<file path="config.mk">
export PLATFORM = sky130hd
export DESIGN_NAME = uart_receiver_flat
export DESIGN_NICKNAME = d
export VERILOG_FILES = /design/src/rtl/uart_pkg.sv /design/src/rtl/uart_receiver_if.sv /design/src/rtl/uart_rx_tick_gen.sv /design/src/rtl/uart_receiver.sv /design/src/flat_wrapper.sv
export SDC_FILE = /design/constraint.sdc
export NUM_CORES = 1
export LEC_CHECK = 0
export ABC_AREA = 0
export ABC_CLOCK_PERIOD_IN_PS = 1800
export CAP_MARGIN = 5
export CELL_PAD_IN_SITES_DETAIL_PLACEMENT = 1
export CELL_PAD_IN_SITES_GLOBAL_PLACEMENT = 2
export CORE_ASPECT_RATIO = 1.75
export CORE_MARGIN = 3
export CORE_UTILIZATION = 36
export CTS_BUF_LIST = sky130_fd_sc_hd__clkbuf_2 sky130_fd_sc_hd__clkbuf_4 sky130_fd_sc_hd__clkbuf_8
export DETAILED_ROUTE_END_ITERATION = 10
export PLACE_DENSITY = 0.75
export SYNTH_ARGS = -nofsm -noshare
export SYNTH_HDL_FRONTEND = slang
export SYNTH_SLANG_ARGS = --single-unit
export TNS_END_PERCENT = 20
</file>
<file path="constraint.sdc">
create_clock -name clk -period 1.8 [get_ports clk]
set_input_delay 0.36 -clock clk [delete_from_list [all_inputs] [get_ports clk]]
set_output_delay 0.36 -clock clk [all_outputs]
set_load 0.1 [all_outputs]
</file>
<file path="src/rtl/uart_pkg.sv">
// Shared UART definitions: receiver FSM state encoding, frame width and
// the sample-tick divider calculation.
package uart_pkg;

    localparam int unsigned DATA_BITS = 8;

    typedef enum logic [2:0] {
        ST_IDLE      = 3'd0,
        ST_START     = 3'd1,
        ST_DATA      = 3'd2,
        ST_STOP      = 3'd3,
        ST_WAIT_HIGH = 3'd4
    } uart_state_e;

    // clk cycles per oversample tick, rounded to nearest
    function automatic int unsigned calc_tick_div(
        input longint unsigned clk_freq,
        input longint unsigned baud,
        input longint unsigned oversample
    );
        longint unsigned den;
        den = baud * oversample;
        calc_tick_div = 32'((clk_freq + den / 2) / den);
    endfunction

endpackage

</file>
<file path="src/rtl/uart_receiver_if.sv">
// Byte-side handshake of the UART receiver: received data, valid/ack and
// line status flags.
interface uart_receiver_if;
    import uart_pkg::*;

    logic [DATA_BITS-1:0] data;
    logic                 data_valid;
    logic                 data_ack;
    logic                 overrun;
    logic                 framing_error;
    logic                 busy;

    modport master (
        output data,
        output data_valid,
        output overrun,
        output framing_error,
        output busy,
        input  data_ack
    );

    modport slave (
        input  data,
        input  data_valid,
        input  overrun,
        input  framing_error,
        input  busy,
        output data_ack
    );

endinterface

</file>
<file path="src/rtl/uart_rx_tick_gen.sv">
// Free-running oversample tick generator: one-clk tick every TICK_DIV clks,
// independent of line activity.
module uart_rx_tick_gen #(
    parameter int unsigned TICK_DIV = 27
) (
    input  logic clk,
    input  logic reset,
    output logic tick
);

    localparam int unsigned CNT_W = (TICK_DIV > 1) ? $clog2(TICK_DIV) : 1;
    localparam logic [CNT_W-1:0] CNT_LAST = CNT_W'(TICK_DIV - 1);

    logic [CNT_W-1:0] r_cnt;
    logic             w_wrap;

    assign w_wrap = (r_cnt == CNT_LAST);

    always_ff @(posedge clk or posedge reset) begin
        if (reset) begin
            r_cnt <= '0;
        end else if (w_wrap) begin
            r_cnt <= '0;
        end else begin
            r_cnt <= r_cnt + 1'b1;
        end
    end

    assign tick = w_wrap;

endmodule

</file>
<file path="src/rtl/uart_receiver.sv">
// UART 8N1 receiver: synchronises RxD, oversamples it, checks start and
// first stop bit, and hands bytes out through a valid/ack handshake.
module uart_receiver
    import uart_pkg::*;
#(
    parameter int unsigned CLK_FREQ   = 50000000,
    parameter int unsigned BAUD       = 115200,
    parameter int unsigned OVERSAMPLE = 16
) (
    input  logic            clk,
    input  logic            reset,
    input  logic            RxD,
    uart_receiver_if.master rx_if
);

    localparam int unsigned TICK_DIV = calc_tick_div(CLK_FREQ, BAUD, OVERSAMPLE);
    localparam int unsigned OS_W     = $clog2(OVERSAMPLE);
    localparam int unsigned BIT_W    = $clog2(DATA_BITS);

    localparam logic [OS_W-1:0]  OS_MID   = OS_W'(OVERSAMPLE / 2 - 1);
    localparam logic [OS_W-1:0]  OS_LAST  = OS_W'(OVERSAMPLE - 1);
    localparam logic [BIT_W-1:0] BIT_LAST = BIT_W'(DATA_BITS - 1);

    logic r_sync1;
    logic r_rx_s;
    logic w_tick;

    uart_state_e          r_state;
    uart_state_e          w_state_nxt;
    logic [OS_W-1:0]      r_os_cnt;
    logic [OS_W-1:0]      w_os_nxt;
    logic [BIT_W-1:0]     r_bit_cnt;
    logic [BIT_W-1:0]     w_bit_nxt;
    logic [DATA_BITS-1:0] r_shift;
    logic [DATA_BITS-1:0] w_shift_nxt;
    logic                 w_commit;
    logic                 w_frame_err;

    logic [DATA_BITS-1:0] r_data;
    logic                 r_valid;
    logic                 r_overrun;
    logic                 r_frame_err;

    always_ff @(posedge clk or posedge reset) begin
        if (reset) begin
            r_sync1 <= 1'b1;
            r_rx_s  <= 1'b1;
        end else begin
            r_sync1 <= RxD;
            r_rx_s  <= r_sync1;
        end
    end

    uart_rx_tick_gen #(
        .TICK_DIV(TICK_DIV)
    ) u_tick_gen (
        .clk  (clk),
        .reset(reset),
        .tick (w_tick)
    );

    always_ff @(posedge clk or posedge reset) begin
        if (reset) begin
            r_state   <= ST_IDLE;
            r_os_cnt  <= '0;
            r_bit_cnt <= '0;
            r_shift   <= '0;
        end else begin
            r_state   <= w_state_nxt;
            r_os_cnt  <= w_os_nxt;
            r_bit_cnt <= w_bit_nxt;
            r_shift   <= w_shift_nxt;
        end
    end

    always_comb begin
        w_state_nxt = r_state;
        w_os_nxt    = r_os_cnt;
        w_bit_nxt   = r_bit_cnt;
        w_shift_nxt = r_shift;
        w_commit    = 1'b0;
        w_frame_err = 1'b0;
        case (r_state)
            ST_IDLE: begin
                if (w_tick && !r_rx_s) begin
                    w_state_nxt = ST_START;
                    w_os_nxt    = '0;
                end
            end
            ST_START: begin
                if (w_tick) begin
                    if (r_os_cnt == OS_MID) begin
                        // a start bit that is high again at its midpoint is a glitch
                        if (!r_rx_s) begin
                            w_state_nxt = ST_DATA;
                            w_os_nxt    = '0;
                            w_bit_nxt   = '0;
                        end else begin
                            w_state_nxt = ST_IDLE;
                        end
                    end else begin
                        w_os_nxt = r_os_cnt + 1'b1;
                    end
                end
            end
            ST_DATA: begin
                if (w_tick) begin
                    if (r_os_cnt == OS_LAST) begin
                        w_shift_nxt = {r_rx_s, r_shift[DATA_BITS-1:1]};
                        w_os_nxt    = '0;
                        if (r_bit_cnt == BIT_LAST) begin
                            w_state_nxt = ST_STOP;
                        end else begin
                            w_bit_nxt = r_bit_cnt + 1'b1;
                        end
                    end else begin
                        w_os_nxt = r_os_cnt + 1'b1;
                    end
                end
            end
            ST_STOP: begin
                if (w_tick) begin
                    if (r_os_cnt == OS_LAST) begin
                        // leaving at mid stop bit leaves half a bit to catch the next start edge
                        w_os_nxt = '0;
                        if (r_rx_s) begin
                            w_commit    = 1'b1;
                            w_state_nxt = ST_IDLE;
                        end else begin
                            w_frame_err = 1'b1;
                            w_state_nxt = ST_WAIT_HIGH;
                        end
                    end else begin
                        w_os_nxt = r_os_cnt + 1'b1;
                    end
                end
            end
            ST_WAIT_HIGH: begin
                if (r_rx_s) begin
                    w_state_nxt = ST_IDLE;
                end
            end
            default: begin
                w_state_nxt = ST_IDLE;
            end
        endcase
    end

    // a commit in the same cycle as an ack takes priority over the clear
    always_ff @(posedge clk or posedge reset) begin
        if (reset) begin
            r_data      <= '0;
            r_valid     <= 1'b0;
            r_overrun   <= 1'b0;
            r_frame_err <= 1'b0;
        end else begin
            r_frame_err <= w_frame_err;
            if (w_commit) begin
                r_data  <= r_shift;
                r_valid <= 1'b1;
                if (r_valid && !rx_if.data_ack) begin
                    r_overrun <= 1'b1;
                end else if (r_valid && rx_if.data_ack) begin
                    r_overrun <= 1'b0;
                end
            end else if (rx_if.data_ack && r_valid) begin
                r_valid   <= 1'b0;
                r_overrun <= 1'b0;
            end
        end
    end

    assign rx_if.data          = r_data;
    assign rx_if.data_valid    = r_valid;
    assign rx_if.overrun       = r_overrun;
    assign rx_if.framing_error = r_frame_err;
    assign rx_if.busy          = (r_state != ST_IDLE);

endmodule

</file>
<file path="src/flat_wrapper.sv">
// flat-port wrapper written by rule: the top's interface ports become plain ports
module uart_receiver_flat import uart_pkg::*;
#(
    parameter int unsigned CLK_FREQ   = 50000000,
    parameter int unsigned BAUD       = 115200,
    parameter int unsigned OVERSAMPLE = 16
)
  (clk, reset, RxD, rx_if_data, rx_if_data_valid, rx_if_overrun, rx_if_framing_error, rx_if_busy, rx_if_data_ack);
  uart_receiver_if rx_if_i ();
  input  logic clk;
  input  logic reset;
  input  logic RxD;
  output wire logic [$bits(rx_if_i.data)-1:0] rx_if_data;
  output wire logic [$bits(rx_if_i.data_valid)-1:0] rx_if_data_valid;
  output wire logic [$bits(rx_if_i.overrun)-1:0] rx_if_overrun;
  output wire logic [$bits(rx_if_i.framing_error)-1:0] rx_if_framing_error;
  output wire logic [$bits(rx_if_i.busy)-1:0] rx_if_busy;
  input wire logic [$bits(rx_if_i.data_ack)-1:0] rx_if_data_ack;
  assign rx_if_data = rx_if_i.data;
  assign rx_if_data_valid = rx_if_i.data_valid;
  assign rx_if_overrun = rx_if_i.overrun;
  assign rx_if_framing_error = rx_if_i.framing_error;
  assign rx_if_busy = rx_if_i.busy;
  assign rx_if_i.data_ack = rx_if_data_ack;
  uart_receiver #(.CLK_FREQ(CLK_FREQ), .BAUD(BAUD), .OVERSAMPLE(OVERSAMPLE)) u_core (.clk(clk), .reset(reset), .RxD(RxD), .rx_if(rx_if_i));
endmodule
</file>
# [Word level (Yosys, flattened, before mapping)]
# Index checks and enable logic that the tools add are counted.
[op_classes] n_addsub=3 n_mul=0 div=0 order_cmp=0 n_eq_ne=21 shift=0 muxes=40 bitwise=0 n_reduce_logical=15
[op_table] op="3-bit two-way mux" n=16
[op_table] op="4-bit two-way mux" n=6
[op_table] op="2-bit by 1-bit inequality test with 1-bit output, second input constant" n=10
[op_table] op="3-bit case mux with 5 select lines" n=1
[op_table] op="1-bit two-way mux" n=13
[op_table] op="4-bit case mux with 3 select lines" n=1
[op_table] op="9-bit AND reduction" n=1
[op_table] op="7-bit AND reduction" n=1
[op_table] op="3-bit by 2-bit == test with 1-bit output, second input constant" n=2
[op_table] op="3-bit == test, second input constant" n=2
[op_table] op="3-bit case mux with 2 select lines" n=1
[op_table] op="3-bit nonzero test" n=2
[op_table] op="5-bit by 1-bit adder with 5-bit output, second input constant" n=1
[op_table] op="5-bit == test, second input constant" n=1
[op_table] op="5-bit two-way mux" n=1
[op_table] op="5-bit AND reduction" n=1
[op_table] op="4-bit by 1-bit adder with 4-bit output, second input constant" n=1
[op_table] op="4-bit by 3-bit == test with 1-bit output, second input constant" n=1
[op_table] op="4-bit == test, second input constant" n=1
[op_table] op="2-bit inequality test, second input constant" n=2
[op_table] op="2-bit nonzero test" n=2
[op_table] op="3-bit by 1-bit adder with 3-bit output, second input constant" n=1
[op_table] op="3-bit by 1-bit == test with 1-bit output, second input constant" n=1
[op_table] op="1-bit logical AND" n=3
[op_table] op="other kinds (6)" n=7
[word_totals] regBits=36 latchBits=0 mem_bits_rw=0 mem_bits_ro=0 input_bits=4 output_inout_bits=12 wordCells=90 mem_count=0

# [Logic depth before layout (Yosys ltp)]
# Gate-level depths: netlist of run 1.
[logic_depth] word_depth=5 depth_mapped=7

# [Modules after synthesis]
# A second synthesis of run 1 with hierarchy kept.
[unflattened] cells_unflattened=140 area_unflattened_um2=1712.9
[by_module_without_submodules] module="uart_receiver" instances=1 cells_per_inst=115 area_per_inst_um2=1442.6 seq_area_each_um2=778.2
[by_module_without_submodules] module="uart_rx_tick_gen" instances=1 cells_per_inst=25 area_per_inst_um2=270.3 seq_area_each_um2=125.1

# [Worst setup path before layout of run 1]
# Ideal clock, no wire load.
[synth_path] kind="flip-flop to flip-flop" start="reg u_core.u_tick_gen.r_cnt[0]" end="reg u_core.r_data[0] (netlist: u_core.rx_if.data[0])" arrival_ps=1648 setup_slack_ps=27 path_stages_with_launch=8 period_less_slack_ps=1773 cell_sequence="dfrtp_1 > inv_1 > ha_1 > nand4b_2 > nor2_1 > and3_1 > buf_6 > mux2_2"
[synth_via] elab_chain_cells=3
[synth_lines] item="start, declared" line_no="uart_rx_tick_gen.sv:14" source="logic [CNT_W-1:0] r_cnt;"
[synth_lines] item="start signal, assigned" line_no="uart_rx_tick_gen.sv:25" source="r_cnt <= r_cnt + 1'b1;"
[synth_lines] item="5-bit == test" line_no="uart_rx_tick_gen.sv:17" source="assign w_wrap = (r_cnt == CNT_LAST);"
[synth_lines] item="1-bit two-way mux" line_no="uart_receiver.sv:122" source="if (w_tick) begin"
[synth_lines] item="1-bit two-way mux" line_no="uart_receiver.sv:83" source="case (r_state)"
[synth_lines] item="end signal, assigned" line_no="uart_receiver.sv:159" source="r_data <= r_shift;"
[synth_lines] item="end, declared" line_no="uart_receiver.sv:39" source="logic [DATA_BITS-1:0] r_data;"
# Every way passes these cells.
# A chain may end at the register's enable or synchronous reset.

# [Final worst setup path of run 1]
[layout_path] start="reg u_core.r_state[0]" end="out rx_if_busy"
[layout_via] elab_chain_cells=1
[layout_lines] item="start, declared" line_no="uart_receiver.sv:28" source="uart_state_e r_state;"
[layout_lines] item="start signal, assigned" line_no="uart_receiver.sv:69" source="r_state <= w_state_nxt;"
[layout_lines] item="3-bit nonzero test" line_no="uart_receiver.sv:177" source="assign rx_if.busy = (r_state != ST_IDLE);"
[layout_lines] item="end, declared" line_no="flat_wrapper.sv:17" source="output wire logic [$bits(rx_if_i.busy)-1:0] rx_if_busy;"
# Every way passes these cells.

==> results of run 1 <==
timing repair:
action	in CTS	in global routing
resized for setup	3	5
pin swaps	0	1
buffers inserted	0	1
endpoints found under the setup margin	9	17
final cells by class:
cell class                      instances  area (um2)
Clock buffer                            8        97.6
Fill cell                             468        2200
Inverter                               10        37.5
Multi-Input combinational cell         89         723
Sequential cell                        36         905
Tap cell                               51        63.8
Timing Repair Buffer                   31         419
metrics by stage:
stage	cell area (um2)	util, %	hold slack (ns)
detailed placement	2100	47.4	0.350
global placement	2100	47.4	0.346
global route	2250	50.5	0.366
floorplan	1670	-	0.345
CTS	2210	49.8	0.356
finish	2250	50.5	0.348
registers in the layout, indices dropped and copies added, names as in the netlist, named ones only:
register                    count
u_core.r_shift                  8
u_core.rx_if.data               8
u_core.u_tick_gen.r_cnt         5
u_core.r_os_cnt                 4
u_core.r_bit_cnt                3
u_core.r_state                  3
u_core.r_rx_s                   1
u_core.r_sync1                  1
u_core.rx_if.data_valid         1
u_core.rx_if.framing_error      1
layer usage:
layer  wire length (um)  track usage (%)  up-vias
met5                  0                0        -
met4                 93             6.58        0
met3                127             3.09        6
met2               2130             29.2       22
met1               1160             13.8      601
li1                   -                -      558
cell usage in the layout (no fill, tap or decap), types with 3 or more instances in the layout:
cell type | netlist | final
buf_4 | 1 | 13
mux2_2 | 16 | 16
nand2_1 | 3 | 3
dfrtp_1 | 34 | 33
nor2_1 | 15 | 14
inv_1 | 10 | 10
buf_12 | 0 | 14
clkdlybuf4s50_1 | 0 | 3
nand3_1 | 5 | 5
a21oi_1 | 3 | 3
o21ai_0 | 4 | 4
clkbuf_8 | 0 | 6
ha_1 | 5 | 3
o31ai_1 | 3 | 3
path summary, 6_finish.rpt:
check,to,slack [ns],depth (start not counted)
max reg2reg,u_core.r_bit_cnt[0],0.09,5
min in group clk,u_core.r_rx_s,0.36,0
min reg2reg,u_core.r_rx_s,0.36,0
max,rx_if_busy,0.04,3
max in group asynchronous,u_core.r_shift[5],0.87,3
min,u_core.r_state[0],0.35,2
power by group:
group	leakage [uW]	switching (uW)	internal, uW
Clock	0.0000523	263	342
Sequential	0.000477	3.54	814
Combinational	0.000553	39.2	22.0
logic make-up after synthesis:
family,synth area share (%)
simple gates,14.0
flops,54.2
compound gates,9.98
mux,12.7
buf+inv,4.35
fa+ha+maj,3.75
xor+xnor,1.05
==> impl_metrics.env, run 1 <==
export IMPL_yosysMostFrequentCell="dfrtp_1"
export IMPL_finalHoldViolations=0
export IMPL_stdcell_count=225
export IMPL_grt_start_max_net_pins=20
export IMPL_wire_per_inst_um=15.6
export IMPL_yosysTopAreaCell="dfrtp_1"
export IMPL_final_antenna_net_count=0
export IMPL_synthTopCellsByArea="dfrtp_1, mux2_2, ha_1"
export IMPL_synthCells=139
export IMPL_synth_top_cell_area_share_pct=51.0
export IMPL_ys_flop_type="dfrtp_1"
export IMPL_peakVddDrop_mv=0.508
export IMPL_grt_pass1_wl_um=6180
export IMPL_die_width_um=57.5
export IMPL_placed_cells=216
export IMPL_critPathRequiredTime_ns=1.44
export IMPL_cp_end_kind="output pin"
export IMPL_gr_total_overflow=0
export IMPL_die_height_um=96.0
export IMPL_finalSetupTns_ns=0
export IMPL_cp_arrival_ns=1.40
export IMPL_post_place_ws_ns=-0.0271
export IMPL_critPathSlowestCell="or3_4"
export IMPL_synth_seq_cells=36
export IMPL_clock_latency_ns=0.28
export IMPL_core_um2=4440
export IMPL_power_density_nw_per_um2=661
export IMPL_clkSlewWorstSetupHoldPaths_ns=0.07
export IMPL_max_stage_delay_ns=0.40
export IMPL_synth_commonest_cells="dfrtp_1, mux2_2, nor2_1"
export IMPL_synth_cell_types=40
export IMPL_power_uw=1480
export IMPL_area_delta_synth_final_pct=34.7
export IMPL_cap_viol_max_count=0
export IMPL_die_area_um2=5520
export IMPL_worstSetupStartpointType="flip-flop"
export IMPL_ios=16
export IMPL_finalWirelength_um=3510
export IMPL_numCtsBuffers=5
export IMPL_yosys_warnings=0
export IMPL_path_class="reg2out"
export IMPL_antenna_found_initial=0
export IMPL_fmax_ghz=0.568
export IMPL_htree_levels=2
export IMPL_nets=182
export IMPL_dr_pass1_iters=4
export IMPL_path_buf_inv=2
export IMPL_place_hpwl_um=2860
export IMPL_clockBufferDepth=2
export IMPL_cts_tree="done"
export IMPL_path_cells="buf_4 -> or3_4 -> buf_12"
export IMPL_via_per_inst=5.28
export IMPL_rows=32
export IMPL_ctsHoldBuffers=0
export IMPL_netlist_area_um2=1670
export IMPL_vias=1187
export IMPL_drive_above_1_share_pct=36.8
export IMPL_hold_path_class="in2async"
export IMPL_critPathTopFamily="simple AND/OR/NAND/NOR gates"
export IMPL_report_final_slew_viol_count=0
export IMPL_synth_nets=148
export IMPL_p_leak_uw=0.00108
export IMPL_fin_ws_ns=0.0408
export IMPL_async_reset_ff_share_pct=100
export IMPL_synth_edf_count=0
export IMPL_syn_area_per_cell_um2=12.0
export IMPL_seq_area_frac_synth_pct=54.2
export IMPL_clock_sinks=36
export IMPL_place_congestion=0.791
export IMPL_root_buffer="clkbuf_8"
export IMPL_setup_violations=0
export IMPL_antennaDiodeCount=0
export IMPL_skew_ns=0.00439
export IMPL_setup_worst_path_start="u_core.r_state[0]"
export IMPL_period_minus_slack_ns=1.76
export IMPL_slew_headroom_pct=74.6
export IMPL_timing_final_crit_share_pct=97.7
export IMPL_timing_rr_start="u_core.r_os_cnt[0]"
export IMPL_grtUsageTotal_pct=14.7
export IMPL_path_max_fanout=7
export IMPL_status="finished, final reports clean"
export IMPL_drtIter0Drc=37
export IMPL_drc=0
export IMPL_numPortBuffers=15
export IMPL_initial_core_util_pct=37.5
export IMPL_grt_pass1_vias=1270
export IMPL_tightest_slew_ns=0.380
Power figures use the tool's default switching activity.
==> run 2, diff against run 1 <==
--- a/config.mk
+++ b/config.mk
@@ -6,7 +6,6 @@
 export NUM_CORES = 1
 export LEC_CHECK = 0
 export ABC_AREA = 0
-export ABC_CLOCK_PERIOD_IN_PS = 1800
 export CAP_MARGIN = 5
 export CELL_PAD_IN_SITES_DETAIL_PLACEMENT = 1
 export CELL_PAD_IN_SITES_GLOBAL_PLACEMENT = 2
==> results of run 2 <==
Final layout, timing and power as in run 1 (identical DEF).
